[src/rtl/autoconfig_pkg.sv]
// autoconfig_pkg: shared constants, state enums and helpers for the Zorro II
// AutoConfig enumerator.
//   - config space register word offsets (ADDR[8:1]) and the $E8 page
//   - memory / I/O pool limits in 64K units (A[23:16])
//   - size-code to 64K-unit conversion and config-space address builder
//   - FSM state enums for the bus-cycle engine and the enumerator
package autoconfig_pkg;

    localparam logic [7:0] CFG_PAGE     = 8'hE8;

    localparam logic [7:0] OFF_TYPE_HI  = 8'h00;
    localparam logic [7:0] OFF_TYPE_LO  = 8'h01;
    localparam logic [7:0] OFF_PROD_HI  = 8'h02;
    localparam logic [7:0] OFF_PROD_LO  = 8'h03;
    localparam logic [7:0] OFF_MFG_3    = 8'h08;
    localparam logic [7:0] OFF_MFG_2    = 8'h09;
    localparam logic [7:0] OFF_MFG_1    = 8'h0A;
    localparam logic [7:0] OFF_MFG_0    = 8'h0B;
    localparam logic [7:0] OFF_BASE_HI  = 8'h24;
    localparam logic [7:0] OFF_BASE_LO  = 8'h25;
    localparam logic [7:0] OFF_SHUTUP   = 8'h26;

    localparam logic [7:0] MEM_POOL_START = 8'h20;
    localparam logic [8:0] MEM_POOL_END   = 9'h0A0;
    localparam logic [7:0] IO_POOL_START  = 8'hE9;
    localparam logic [8:0] IO_POOL_END    = 9'h0F0;

    typedef enum logic [1:0] {
        S_ADDR,
        S_WAIT,
        S_END,
        S_GAP
    } bus_state_t;

    typedef enum logic [3:0] {
        ST_IDLE,
        ST_RD_T0,
        ST_RD_T1,
        ST_RD_P0,
        ST_RD_P1,
        ST_RD_M0,
        ST_RD_M1,
        ST_RD_M2,
        ST_RD_M3,
        ST_ALLOC,
        ST_WR_LO,
        ST_WR_HI,
        ST_SHUT,
        ST_REPORT,
        ST_FINISH
    } host_state_t;

    // Size code 000 is the 8 MB board (128 units); 001..111 double from 64K.
    function automatic logic [7:0] size_units(input logic [2:0] code);
        if (code == 3'd0)
            return 8'd128;
        return 8'd1 << (code - 3'd1);
    endfunction

    function automatic logic [22:0] cfg_addr(input logic [7:0] off);
        return {CFG_PAGE, 7'd0, off};
    endfunction

endpackage

[src/rtl/zorro_bus_cycle.sv]
// zorro_bus_cycle: runs one Zorro II read or write cycle per request.
//   clk_sys, rst_b       : clock, synchronous active-low reset
//   req, wr, addr, wdata : request from the enumerator, held until ack
//   ack                  : one-cycle pulse in S_GAP, rdata/timeout valid
//   rdata, timeout       : nibble captured on DTACK, or no-response flag
//   bus_addr, as_n, rw, dout, din, dtack : bus pins
//
// state  | meaning
// S_ADDR | idle / address phase: bus lines valid, as_n high
// S_WAIT | as_n low, waiting for dtack or timeout
// S_END  | as_n high again (responders advance on this edge)
// S_GAP  | as_n high, ack to requester
module zorro_bus_cycle
    import autoconfig_pkg::*;
#(
    parameter int TIMEOUT = 64
) (
    input  logic        clk_sys,
    input  logic        rst_b,
    input  logic        req,
    input  logic        wr,
    input  logic [22:0] addr,
    input  logic [3:0]  wdata,
    output logic        ack,
    output logic [3:0]  rdata,
    output logic        timeout,
    output logic [22:0] bus_addr,
    output logic        as_n,
    output logic        rw,
    output logic [3:0]  dout,
    input  logic [3:0]  din,
    input  logic        dtack
);

    localparam int TW = $clog2(TIMEOUT + 1);

    bus_state_t    state, state_next;
    logic [TW-1:0] tcnt;

    always_ff @(posedge clk_sys) begin
        if (!rst_b)
            state <= S_ADDR;
        else
            state <= state_next;
    end

    always_comb begin
        state_next = state;
        case (state)
            S_ADDR: if (req) state_next = S_WAIT;
            S_WAIT: if (dtack || tcnt == '0) state_next = S_END;
            S_END:  state_next = S_GAP;
            S_GAP:  state_next = S_ADDR;
            default: state_next = S_ADDR;
        endcase
    end

    // Down-counter loaded in the address phase; S_WAIT lasts at most TIMEOUT clocks.
    always_ff @(posedge clk_sys) begin
        if (!rst_b) begin
            tcnt    <= '0;
            rdata   <= '0;
            timeout <= 1'b0;
        end else if (state == S_ADDR) begin
            tcnt <= TW'(TIMEOUT - 1);
        end else if (state == S_WAIT) begin
            if (dtack) begin
                rdata   <= din;
                timeout <= 1'b0;
            end else if (tcnt == '0) begin
                timeout <= 1'b1;
            end else begin
                tcnt <= tcnt - 1'b1;
            end
        end
    end

    assign ack      = (state == S_GAP);
    assign as_n     = (state != S_WAIT);
    assign bus_addr = addr;
    assign rw       = ~wr;
    assign dout     = wdata;

endmodule

[src/rtl/autoconfig_host.sv]
// autoconfig_host: Zorro II AutoConfig enumerator. On start it walks the
// $E8 config chain, reads type/product/manufacturer, allocates a base from the
// memory or I/O pool and writes it, or shuts up a board that does not fit.
//   CLK, RESET_n          : clock, synchronous active-low reset
//   start                 : begins enumeration when not busy
//   ADDR, AS_n, RW, DOUT  : bus outputs (ADDR = A[23:1], DOUT = D[15:12])
//   DIN, DTACK            : read nibble and acknowledge from the board
//   busy, done            : in progress / finished (sticky until next start)
//   board_count           : boards configured or shut up
//   cfg_valid + cfg_*     : per-board result, cfg_valid is a one-cycle pulse
//
// state     | meaning
// ST_IDLE   | waiting for start
// ST_RD_T0  | read er_Type high nibble; empty chain ends here
// ST_RD_T1  | read er_Type low nibble (size code)
// ST_RD_P*  | read product nibbles (inverted)
// ST_RD_M*  | read manufacturer nibbles 15:12..3:0 (inverted)
// ST_ALLOC  | size, align and fit-check against the pool
// ST_WR_LO  | write base[3:0] at $25
// ST_WR_HI  | write base[7:4] at $24, board commits and leaves the chain
// ST_SHUT   | write shut-up at $26
// ST_REPORT | pulse cfg_valid, count the board
// ST_FINISH | enumeration over, done set
module autoconfig_host
    import autoconfig_pkg::*;
#(
    parameter int MAX_BOARDS = 4,
    parameter int TIMEOUT    = 64
) (
    input  logic        CLK,
    input  logic        RESET_n,
    input  logic        start,
    output logic [22:0] ADDR,
    output logic        AS_n,
    output logic        RW,
    output logic [3:0]  DOUT,
    input  logic [3:0]  DIN,
    input  logic        DTACK,
    output logic        busy,
    output logic        done,
    output logic [2:0]  board_count,
    output logic        cfg_valid,
    output logic [15:0] cfg_mfg,
    output logic [7:0]  cfg_prod,
    output logic [7:0]  cfg_base,
    output logic        cfg_shutup
);

    localparam logic [2:0] MAX_CNT = 3'(MAX_BOARDS);

    host_state_t state, state_next;

    logic        bus_req, bus_wr, bus_ack, bus_timeout;
    logic [7:0]  bus_off;
    logic [3:0]  bus_wdata, bus_rdata, nib;
    logic [22:0] bus_addr;

    logic        is_mem;
    logic [2:0]  size_code;
    logic [7:0]  prod, next_mem, next_io;
    logic [15:0] mfg;
    logic        start_ok;

    logic [7:0]  units;
    logic [8:0]  mask9, aligned9, end9, limit9;
    logic        fit;

    zorro_bus_cycle #(.TIMEOUT(TIMEOUT)) u_bus (
        .clk_sys  (CLK),
        .rst_b    (RESET_n),
        .req      (bus_req),
        .wr       (bus_wr),
        .addr     (bus_addr),
        .wdata    (bus_wdata),
        .ack      (bus_ack),
        .rdata    (bus_rdata),
        .timeout  (bus_timeout),
        .bus_addr (ADDR),
        .as_n     (AS_n),
        .rw       (RW),
        .dout     (DOUT),
        .din      (DIN),
        .dtack    (DTACK)
    );

    // A read with no response looks like an undriven bus.
    assign nib      = bus_timeout ? 4'hF : bus_rdata;
    assign bus_addr = bus_req ? cfg_addr(bus_off) : '0;
    assign start_ok = start && (state == ST_IDLE || state == ST_FINISH);
    assign busy     = (state != ST_IDLE) && (state != ST_FINISH);
    assign cfg_valid = (state == ST_REPORT);

    // Allocation in 9 bits so alignment past $FF cannot wrap into a fit.
    always_comb begin
        units    = size_units(size_code);
        mask9    = {1'b0, units} - 9'd1;
        limit9   = is_mem ? MEM_POOL_END : IO_POOL_END;
        aligned9 = ({1'b0, (is_mem ? next_mem : next_io)} + mask9) & ~mask9;
        if (is_mem && size_code == 3'd0)
            aligned9 = {1'b0, MEM_POOL_START};
        end9 = aligned9 + {1'b0, units};
        fit  = (end9 <= limit9);
        if (is_mem && size_code == 3'd0 && next_mem != MEM_POOL_START)
            fit = 1'b0;
    end

    always_ff @(posedge CLK) begin
        if (!RESET_n)
            state <= ST_IDLE;
        else
            state <= state_next;
    end

    always_comb begin
        state_next = state;
        bus_req    = 1'b0;
        bus_wr     = 1'b0;
        bus_off    = 8'h00;
        bus_wdata  = 4'h0;
        case (state)
            ST_IDLE: begin
                if (start) state_next = ST_RD_T0;
            end
            ST_RD_T0: begin
                bus_req = 1'b1;
                bus_off = OFF_TYPE_HI;
                if (bus_ack)
                    state_next = (bus_timeout || nib[3:2] != 2'b11) ? ST_FINISH : ST_RD_T1;
            end
            ST_RD_T1: begin
                bus_req = 1'b1;
                bus_off = OFF_TYPE_LO;
                if (bus_ack) state_next = ST_RD_P0;
            end
            ST_RD_P0: begin
                bus_req = 1'b1;
                bus_off = OFF_PROD_HI;
                if (bus_ack) state_next = ST_RD_P1;
            end
            ST_RD_P1: begin
                bus_req = 1'b1;
                bus_off = OFF_PROD_LO;
                if (bus_ack) state_next = ST_RD_M0;
            end
            ST_RD_M0: begin
                bus_req = 1'b1;
                bus_off = OFF_MFG_3;
                if (bus_ack) state_next = ST_RD_M1;
            end
            ST_RD_M1: begin
                bus_req = 1'b1;
                bus_off = OFF_MFG_2;
                if (bus_ack) state_next = ST_RD_M2;
            end
            ST_RD_M2: begin
                bus_req = 1'b1;
                bus_off = OFF_MFG_1;
                if (bus_ack) state_next = ST_RD_M3;
            end
            ST_RD_M3: begin
                bus_req = 1'b1;
                bus_off = OFF_MFG_0;
                if (bus_ack) state_next = ST_ALLOC;
            end
            ST_ALLOC: begin
                state_next = fit ? ST_WR_LO : ST_SHUT;
            end
            ST_WR_LO: begin
                bus_req   = 1'b1;
                bus_wr    = 1'b1;
                bus_off   = OFF_BASE_LO;
                bus_wdata = cfg_base[3:0];
                if (bus_ack) state_next = ST_WR_HI;
            end
            ST_WR_HI: begin
                bus_req   = 1'b1;
                bus_wr    = 1'b1;
                bus_off   = OFF_BASE_HI;
                bus_wdata = cfg_base[7:4];
                if (bus_ack) state_next = ST_REPORT;
            end
            ST_SHUT: begin
                bus_req = 1'b1;
                bus_wr  = 1'b1;
                bus_off = OFF_SHUTUP;
                if (bus_ack) state_next = ST_REPORT;
            end
            ST_REPORT: begin
                state_next = (board_count + 3'd1 == MAX_CNT) ? ST_FINISH : ST_RD_T0;
            end
            ST_FINISH: begin
                state_next = start ? ST_RD_T0 : ST_IDLE;
            end
            default: state_next = ST_IDLE;
        endcase
    end

    always_ff @(posedge CLK) begin
        if (!RESET_n) begin
            done        <= 1'b0;
            board_count <= '0;
            is_mem      <= 1'b0;
            size_code   <= '0;
            prod        <= '0;
            mfg         <= '0;
            next_mem    <= MEM_POOL_START;
            next_io     <= IO_POOL_START;
            cfg_mfg     <= '0;
            cfg_prod    <= '0;
            cfg_base    <= '0;
            cfg_shutup  <= 1'b0;
        end else begin
            if (start_ok) begin
                done        <= 1'b0;
                board_count <= '0;
                next_mem    <= MEM_POOL_START;
                next_io     <= IO_POOL_START;
            end else if (state == ST_FINISH) begin
                done <= 1'b1;
            end

            if (bus_ack) begin
                case (state)
                    ST_RD_T0: is_mem       <= nib[1];
                    ST_RD_T1: size_code    <= nib[2:0];
                    ST_RD_P0: prod[7:4]    <= ~nib;
                    ST_RD_P1: prod[3:0]    <= ~nib;
                    ST_RD_M0: mfg[15:12]   <= ~nib;
                    ST_RD_M1: mfg[11:8]    <= ~nib;
                    ST_RD_M2: mfg[7:4]     <= ~nib;
                    ST_RD_M3: mfg[3:0]     <= ~nib;
                    default: ;
                endcase
            end

            if (state == ST_ALLOC) begin
                cfg_mfg    <= mfg;
                cfg_prod   <= prod;
                cfg_base   <= fit ? aligned9[7:0] : 8'h00;
                cfg_shutup <= ~fit;
                if (fit && is_mem)
                    next_mem <= end9[7:0];
                if (fit && !is_mem)
                    next_io <= end9[7:0];
            end

            if (state == ST_REPORT)
                board_count <= board_count + 3'd1;
        end
    end

endmodule

[config.mk]
export PLATFORM = sky130hd
export DESIGN_NAME = autoconfig_host
export DESIGN_NICKNAME = d
export VERILOG_FILES = /design/src/rtl/autoconfig_pkg.sv /design/src/rtl/zorro_bus_cycle.sv /design/src/rtl/autoconfig_host.sv
export SDC_FILE = /design/constraint.sdc
export NUM_CORES = 1
export LEC_CHECK = 0
export BUFFER_PORTS_ARGS = -buffer_cell sky130_fd_sc_hd__buf_2
export CORE_ASPECT_RATIO = 0.6
export CORE_MARGIN = 3
export CORE_UTILIZATION = 60
export CTS_BUF_LIST = sky130_fd_sc_hd__clkbuf_8
export DETAILED_ROUTE_END_ITERATION = 16
export GPL_TIMING_DRIVEN = 0
export HOLD_SLACK_MARGIN = 0.1
export PLACE_DENSITY = 0.82
export SYNTH_ARGS = -nofsm -noshare
export SYNTH_HDL_FRONTEND = slang
export SYNTH_SLANG_ARGS = --single-unit
[constraint.sdc]
create_clock -name CLK -period 9.98 [get_ports CLK]
set_input_delay 0.499 -clock CLK [delete_from_list [all_inputs] [get_ports CLK]]
set_output_delay 0.499 -clock CLK [all_outputs]
set_load 0.005 [all_outputs]
==> After elaboration in Yosys (flattened, before gate mapping) <==
Index checks and enable logic that the tools add are counted.
{ "totals": {"ff_bits": 99, "input_bits": 8, "output_inout_bits": 68, "wordCells": 160} }
{ "op_classes": {"n_addsub": 6, "n_lt_le_gt_ge": 1, "n_eq_ne": 37, "n_shift": 1, "mux": 47, "bitwise_logic": 9, "n_reduce_logical": 37} }
{ "ops": {"columns": ["operator", "count"], "rows": [
  ["8-bit 2-to-1 mux", 10],
  ["6-bit case mux with 10 select lines", 1],
  ["4-bit 2-to-1 mux", 14],
  ["4-bit case mux with 14 select lines", 1],
  ["4-bit equality test (second input constant)", 7],
  ["6-bit 2-to-1 mux", 4],
  ["2-bit inequality test (second input constant)", 12],
  ["23-bit 2-to-1 mux", 1],
  ["2-bit AND reduction", 9],
  ["4-bit by 3-bit equality test with 1-bit output (second input constant)", 4],
  ["3-bit AND reduction", 4],
  ["11-bit AND reduction", 1],
  ["11-bit OR reduction", 1],
  ["2-bit by 1-bit inequality test with 1-bit output (second input constant)", 5],
  ["8-bit by 9-bit adder with 9-bit output", 1],
  ["9-bit by 8-bit adder with 9-bit output", 1],
  ["9-bit AND", 1],
  ["9-bit by 8-bit <= comparator with 1-bit output", 1],
  ["3-bit 2-to-1 mux", 3],
  ["9-bit 2-to-1 mux", 1],
  ["9-bit inverter", 1],
  ["8-bit by 1-bit subtractor with 9-bit output (second input constant)", 1],
  ["4-bit by 2-bit equality test with 1-bit output (second input constant)", 2],
  ["8-bit by 6-bit inequality test with 1-bit output (second input constant)", 1],
  ["27 further kinds", 51]
]} }

==> Longest topological paths before layout <==
{ "depth": {"word_depth": 13, "ltp_mapped": 23, "mapped_depth_nobuf": 21} }

==> Hierarchy <==
A second synthesis with hierarchy kept.
{ "hier_totals": {"hier_cells": 694, "area_unflattened_um2": 5614.1} }
{ "modules_own_cells": {"columns": ["module", "n_inst", "cells_per_inst", "area_per_inst_um2", "seq_area_each_um2"], "rows": [
  ["autoconfig_host", 1, 584, 4638.2, 1701.6],
  ["zorro_bus_cycle", 1, 110, 975.9, 280.3]
]} }

==> Worst setup path before layout <==
No wires, ideal clock.
{ "synth_timing": {"kind": "register -> register", "from": "register size_code[1]", "to": "register next_mem[0]", "arrival_ns": 4.782, "t_required_ns": 9.908, "setup_slack_ns": 5.126, "stages_incl_launch_ff": 21, "n_path_buf": 2, "cell_sequence": "dfxtp_1 > buf_2 > nand2b_1 > nand2b_1 > ha_1 > fa_1 > nand2b_1 > a21oi_1 > and4b_4 > a311oi_4 > xor2_1 > nor3_1 > ha_1 > xnor2_1 > ha_1 > nand4_1 > nor3_1 > and3b_1 > clkbuf_1 > nor4_4 > mux2i_1"} }
{ "synth_between": {"elab_chain_len": 13} }
{ "synth_lines": {"columns": ["element", "line", "text"], "rows": [
  ["from (decl)", "autoconfig_host.sv:59", "logic [2:0] size_code;"],
  ["from (signal assigned)", "autoconfig_host.sv:225", "ST_RD_T1: size_code <= nib[2:0];"],
  ["3-bit by 1-bit subtractor with 3-bit output / 3-bit logical NOT (equally long branches)", null, null],
  ["1-bit by 3-bit << shifter with 8-bit output / 1-bit 2-to-1 mux (equally long branches)", "autoconfig_pkg.sv:57, autoconfig_pkg.sv:55", null],
  ["8-bit 2-to-1 mux", "autoconfig_pkg.sv:57", "return 8'd1 << (code - 3'd1);"],
  ["8-bit by 1-bit subtractor with 9-bit output", "autoconfig_host.sv:96", "mask9 = {1'b0, units} - 9'd1;"],
  ["8-bit by 9-bit adder with 9-bit output / 9-bit inverter (equally long branches)", "autoconfig_host.sv:98", "aligned9 = ({1'b0, (is_mem ? next_mem : next_io)} + mask9) & ~mask9;"],
  ["9-bit AND", "autoconfig_host.sv:98", null],
  ["9-bit 2-to-1 mux", "autoconfig_host.sv:99", "if (is_mem && size_code == 3'd0)"],
  ["9-bit by 8-bit adder with 9-bit output", "autoconfig_host.sv:101", "end9 = aligned9 + {1'b0, units};"],
  ["9-bit by 8-bit <= comparator with 1-bit output", "autoconfig_host.sv:102", "fit = (end9 <= limit9);"],
  ["1-bit 2-to-1 mux", "autoconfig_host.sv:103", "if (is_mem && size_code == 3'd0 && next_mem != MEM_POOL_START)"],
  ["1-bit logical AND", "autoconfig_host.sv:241", "if (fit && is_mem)"],
  ["8-bit 2-to-1 mux *", "autoconfig_host.sv:241", null],
  ["8-bit 2-to-1 mux *", "autoconfig_host.sv:236", "if (state == ST_ALLOC) begin"],
  ["to (signal assigned)", "autoconfig_host.sv:242", "next_mem <= end9[7:0];"],
  ["to (decl)", "autoconfig_host.sv:60", "logic [7:0] prod, next_mem, next_io;"]
]} }
Every way passes the cells marked *; elsewhere a longest branch is shown, timed or not.
A chain may end at the register's enable or synchronous reset.

==> Final worst setup path <==
{ "layout_timing": {"from": "register is_mem", "to": "register next_mem[0]"} }
{ "layout_between": {"elab_chain_len": 10} }
{ "layout_lines": {"columns": ["element", "line", "text"], "rows": [
  ["from (decl)", "autoconfig_host.sv:58", "logic is_mem;"],
  ["from (signal assigned)", "autoconfig_host.sv:224", "ST_RD_T0: is_mem <= nib[1];"],
  ["8-bit 2-to-1 mux", "autoconfig_host.sv:98", null],
  ["8-bit by 9-bit adder with 9-bit output", "autoconfig_host.sv:98", null],
  ["9-bit AND", "autoconfig_host.sv:98", null],
  ["9-bit 2-to-1 mux", "autoconfig_host.sv:99", null],
  ["9-bit by 8-bit adder with 9-bit output", "autoconfig_host.sv:101", null],
  ["9-bit by 8-bit <= comparator with 1-bit output", "autoconfig_host.sv:102", null],
  ["1-bit 2-to-1 mux", "autoconfig_host.sv:103", null],
  ["1-bit logical AND", "autoconfig_host.sv:241", null],
  ["8-bit 2-to-1 mux *", "autoconfig_host.sv:241", null],
  ["8-bit 2-to-1 mux *", "autoconfig_host.sv:236", null]
]} }
Marked as above.

==> impl_results.md <==
* Outcome: finished, final reports clean
* Clock transition at the registers of the reported paths at 0.10 ns
* Die Ht at 79.3 microns
* Row cnt at 26
* # Post-CTS Setup Buffers at 0
* Worst-margin pin slew at 0.837 ns
* Placed cells at 850
* CORE AREA at 8620 sq um
* Via Count at 4,959
* Fmax at 171 MHz
* Largest net degree at the start of global routing at 19
* I/O pins at 76
* Post-synthesis async set-or-reset flop share at 0%
* Most frequent cell after synthesis: dfxtp_1
* Top post-synthesis cells by area: dfxtp_1, nand2_1, ha_1
* Cell Area, Synth at 5370 sq um
* Initial antenna violation count at 0
* First-pass GRT wire length at 22,800 microns
* ANT cells at 0
* Worst-skew pair later-pin latency at 0.37 ns
* DR WL/cell at 16.4 microns
* Fill count at 734
* Non-filler cells, final at 866
* Critical Path AT at 6.16 ns
* Full die area at 10,200 sq um
* Htree depth at 3
* 1st-pass router iterations at 5
* Final Max Tran Viols at 0
* Root buffer cell: clkbuf_8
* Synth warn at 0
* Flops & latches, synth at 99
* Register area at 1980 sq um
* Detail Route Antenna Nets at 0
* Final TNS setup at 0 ns
* GR Util met3 at 8.13%
* Leakage power at 2.48 nW
* Multi-input logic area at 3070 sq um
* Die X at 128 microns
* PwrDens at 170 nW/um^2
* Final WL at 14,200 microns
* Starting Density at 62.3%
* Final #Nets at 786
* Setup Skew at 0.0150 ns
* Endpoints failing setup at 0
* Final count of hold timing violations at 0
* Vias per cell at 5.73
* Setup CP Type: reg2reg
* Worst hold slack at 0.391 ns
* Worst IR Drop VDD at 0.134 mV
* Area Overhead vs Synth at 12.9%
* Dominant synthesized flop cell: dfxtp_1
* WP data required at 10.28 ns
* Setup WS post-layout at 4.12 ns
* Cell variety after synth at 53
* Crit share post-route at 58.7%
* DPL Wire Length at 11,200 microns
* Worst hold-check path type: in2reg
* Pre-CTS setup slack at 4.25 ns
* Gr ovfl total at 0
* Most Crowded Layer GR: met1
* Vias in the first global route at 4,610
* Iter 0 DRT Violations at 398
* Grt met1 use at 43.1%
* GRT Total Usage at 28.5%
* RePlAce Congestion at 0.993
* CTS tree: built
* Clock sinks at 99
* Slew margin rel. at 43.8%
* CTS max path bufs at 2
* Mean Syn Cell Area at 8.09 sq um
* Post-synthesis cell count at 664
* CP Capture Type: register
* Post-synth EDFFs at 0
* Grt met2 use at 39.2%
* Cts repair resizes at 0
* # port buffers at 60
* Leading area contributor after synthesis: dfxtp_1
* Max Cap Viol at 0
* Synth top area share at 36.9%
* Num CTS Buffers at 9
* CP startpoint kind: register
* Worst-path maximum fanout at 10
* Top post-synthesis cells by count: dfxtp_1, nand2_1, nor2_1
* Unrepaired setup endpoints after global routing: no
* # DRC at 0
* CTS Hold Bufs at 0
* Sequential area share after synthesis at 36.9%
* Min Tclk post-route at 5.86 ns
* Share of cells above drive strength 1 at 16.0%
[per-stage QoR]
stage | utilization (%) | cell area [sq um] | power [mW]
5_1_grt | 70.3 | 6060 | 1.09
3_5_place_dp | 68.0 | 5860 | 0.780
2_1_floorplan | - | 5420 | 0.677
6_report | 70.3 | 6060 | 1.03
4_1_cts | 70.3 | 6060 | 1.03
3_3_place_gp | 68.0 | 5860 | 0.770
[power by group]
part / switching, mW / total [mW] / internal, mW
clock: 0.150 / 0.252 / 0.103
sequential: 0.0183 / 0.432 / 0.414
combinational: 0.217 / 0.348 / 0.131
[routing by layer]
metal | vias up | wire length, microns
met5 | - | 0
met4 | 0 | 150
met3 | 16 | 1440
met1 | 2315 | 6860
met2 | 231 | 5760
li1 | 2397 | -
[flip-flops by register name (all words and copies together), names as in the netlist]
signal	flops
board_count	3
cfg_base	8
cfg_mfg	16
cfg_prod	8
cfg_shutup	1
done	1
is_mem	1
mfg	16
next_io	8
next_mem	8
prod	8
size_code	3
state	4
u_bus.rdata	4
u_bus.state	2
u_bus.tcnt	7
u_bus.timeout	1
[cell type report]
class	instances	share of cell area [%]
Buffer	49	4.40
Clock buffer	10	2.27
Clock inverter	6	0.991
Inverter	27	1.67
Multi-Input combinational cell	503	50.7
Sequential cell	99	32.7
Tap cell	112	2.31
Timing Repair Buffer	60	4.96
[worst paths after layout]
kind,from,to,slack (ns),cells after the start
worst max register to register,is_mem,next_mem[0],4.12,20
worst max-delay path,is_mem,next_mem[0],4.12,20
worst min register to register,cfg_prod[2],cfg_prod[2],0.46,2
worst min-delay path,DIN[1],u_bus.rdata[1],0.39,3
[cells in the final DEF (no fill, tap or decap), types with 8 or more instances in the layout]
cell type   n
a21oi_1    62
a32o_1      8
and2_1      8
buf_2      63
buf_4      19
clkbuf_1   26
clkbuf_8   10
conb_1     15
dfxtp_1    99
ha_1       27
inv_1      21
mux2i_1    32
nand2_1    96
nand2b_1    9
nand3_1    14
nor2_1     88
nor3_1     27
o21ai_0    14
o21ai_1     8
xnor2_1    10
xor2_1     12
[critical path, stage by stage, from the launching register on]
cell and delay [ns]:
dfxtp_1 0.37, buf_6 0.15, clkbuf_1 0.45, mux2_2 0.31, inv_1 0.07, fa_1 0.42
nand2b_1 0.16, a21oi_1 0.35, and4b_4 0.33, a311oi_4 0.05, xor2_1 0.17, nor3_1 0.41
ha_1 0.36, xnor2_1 0.40, ha_1 0.23, nand4_1 0.10, nor3_1 0.13, and3b_1 0.19
clkbuf_1 0.20, nor4_4 0.65, mux2i_1 0.27
[logic make-up after synthesis]
| kind of cell | Yosys count | synth area share [%] |
|---|---|---|
| XOR/XNOR | 23 | 3.89 |
| AO/OA/AOI/OAI | 128 | 14.7 |
| adder cells (fa/ha/maj) | 29 | 7.04 |
| other | 1 | 0.0698 |
| flip-flops | 99 | 36.9 |
| multiplexers | 40 | 7.71 |
| buffers and inverters | 76 | 6.85 |
| AND/OR/NAND/NOR | 268 | 22.9 |
(Power assumes the default switching activity.)
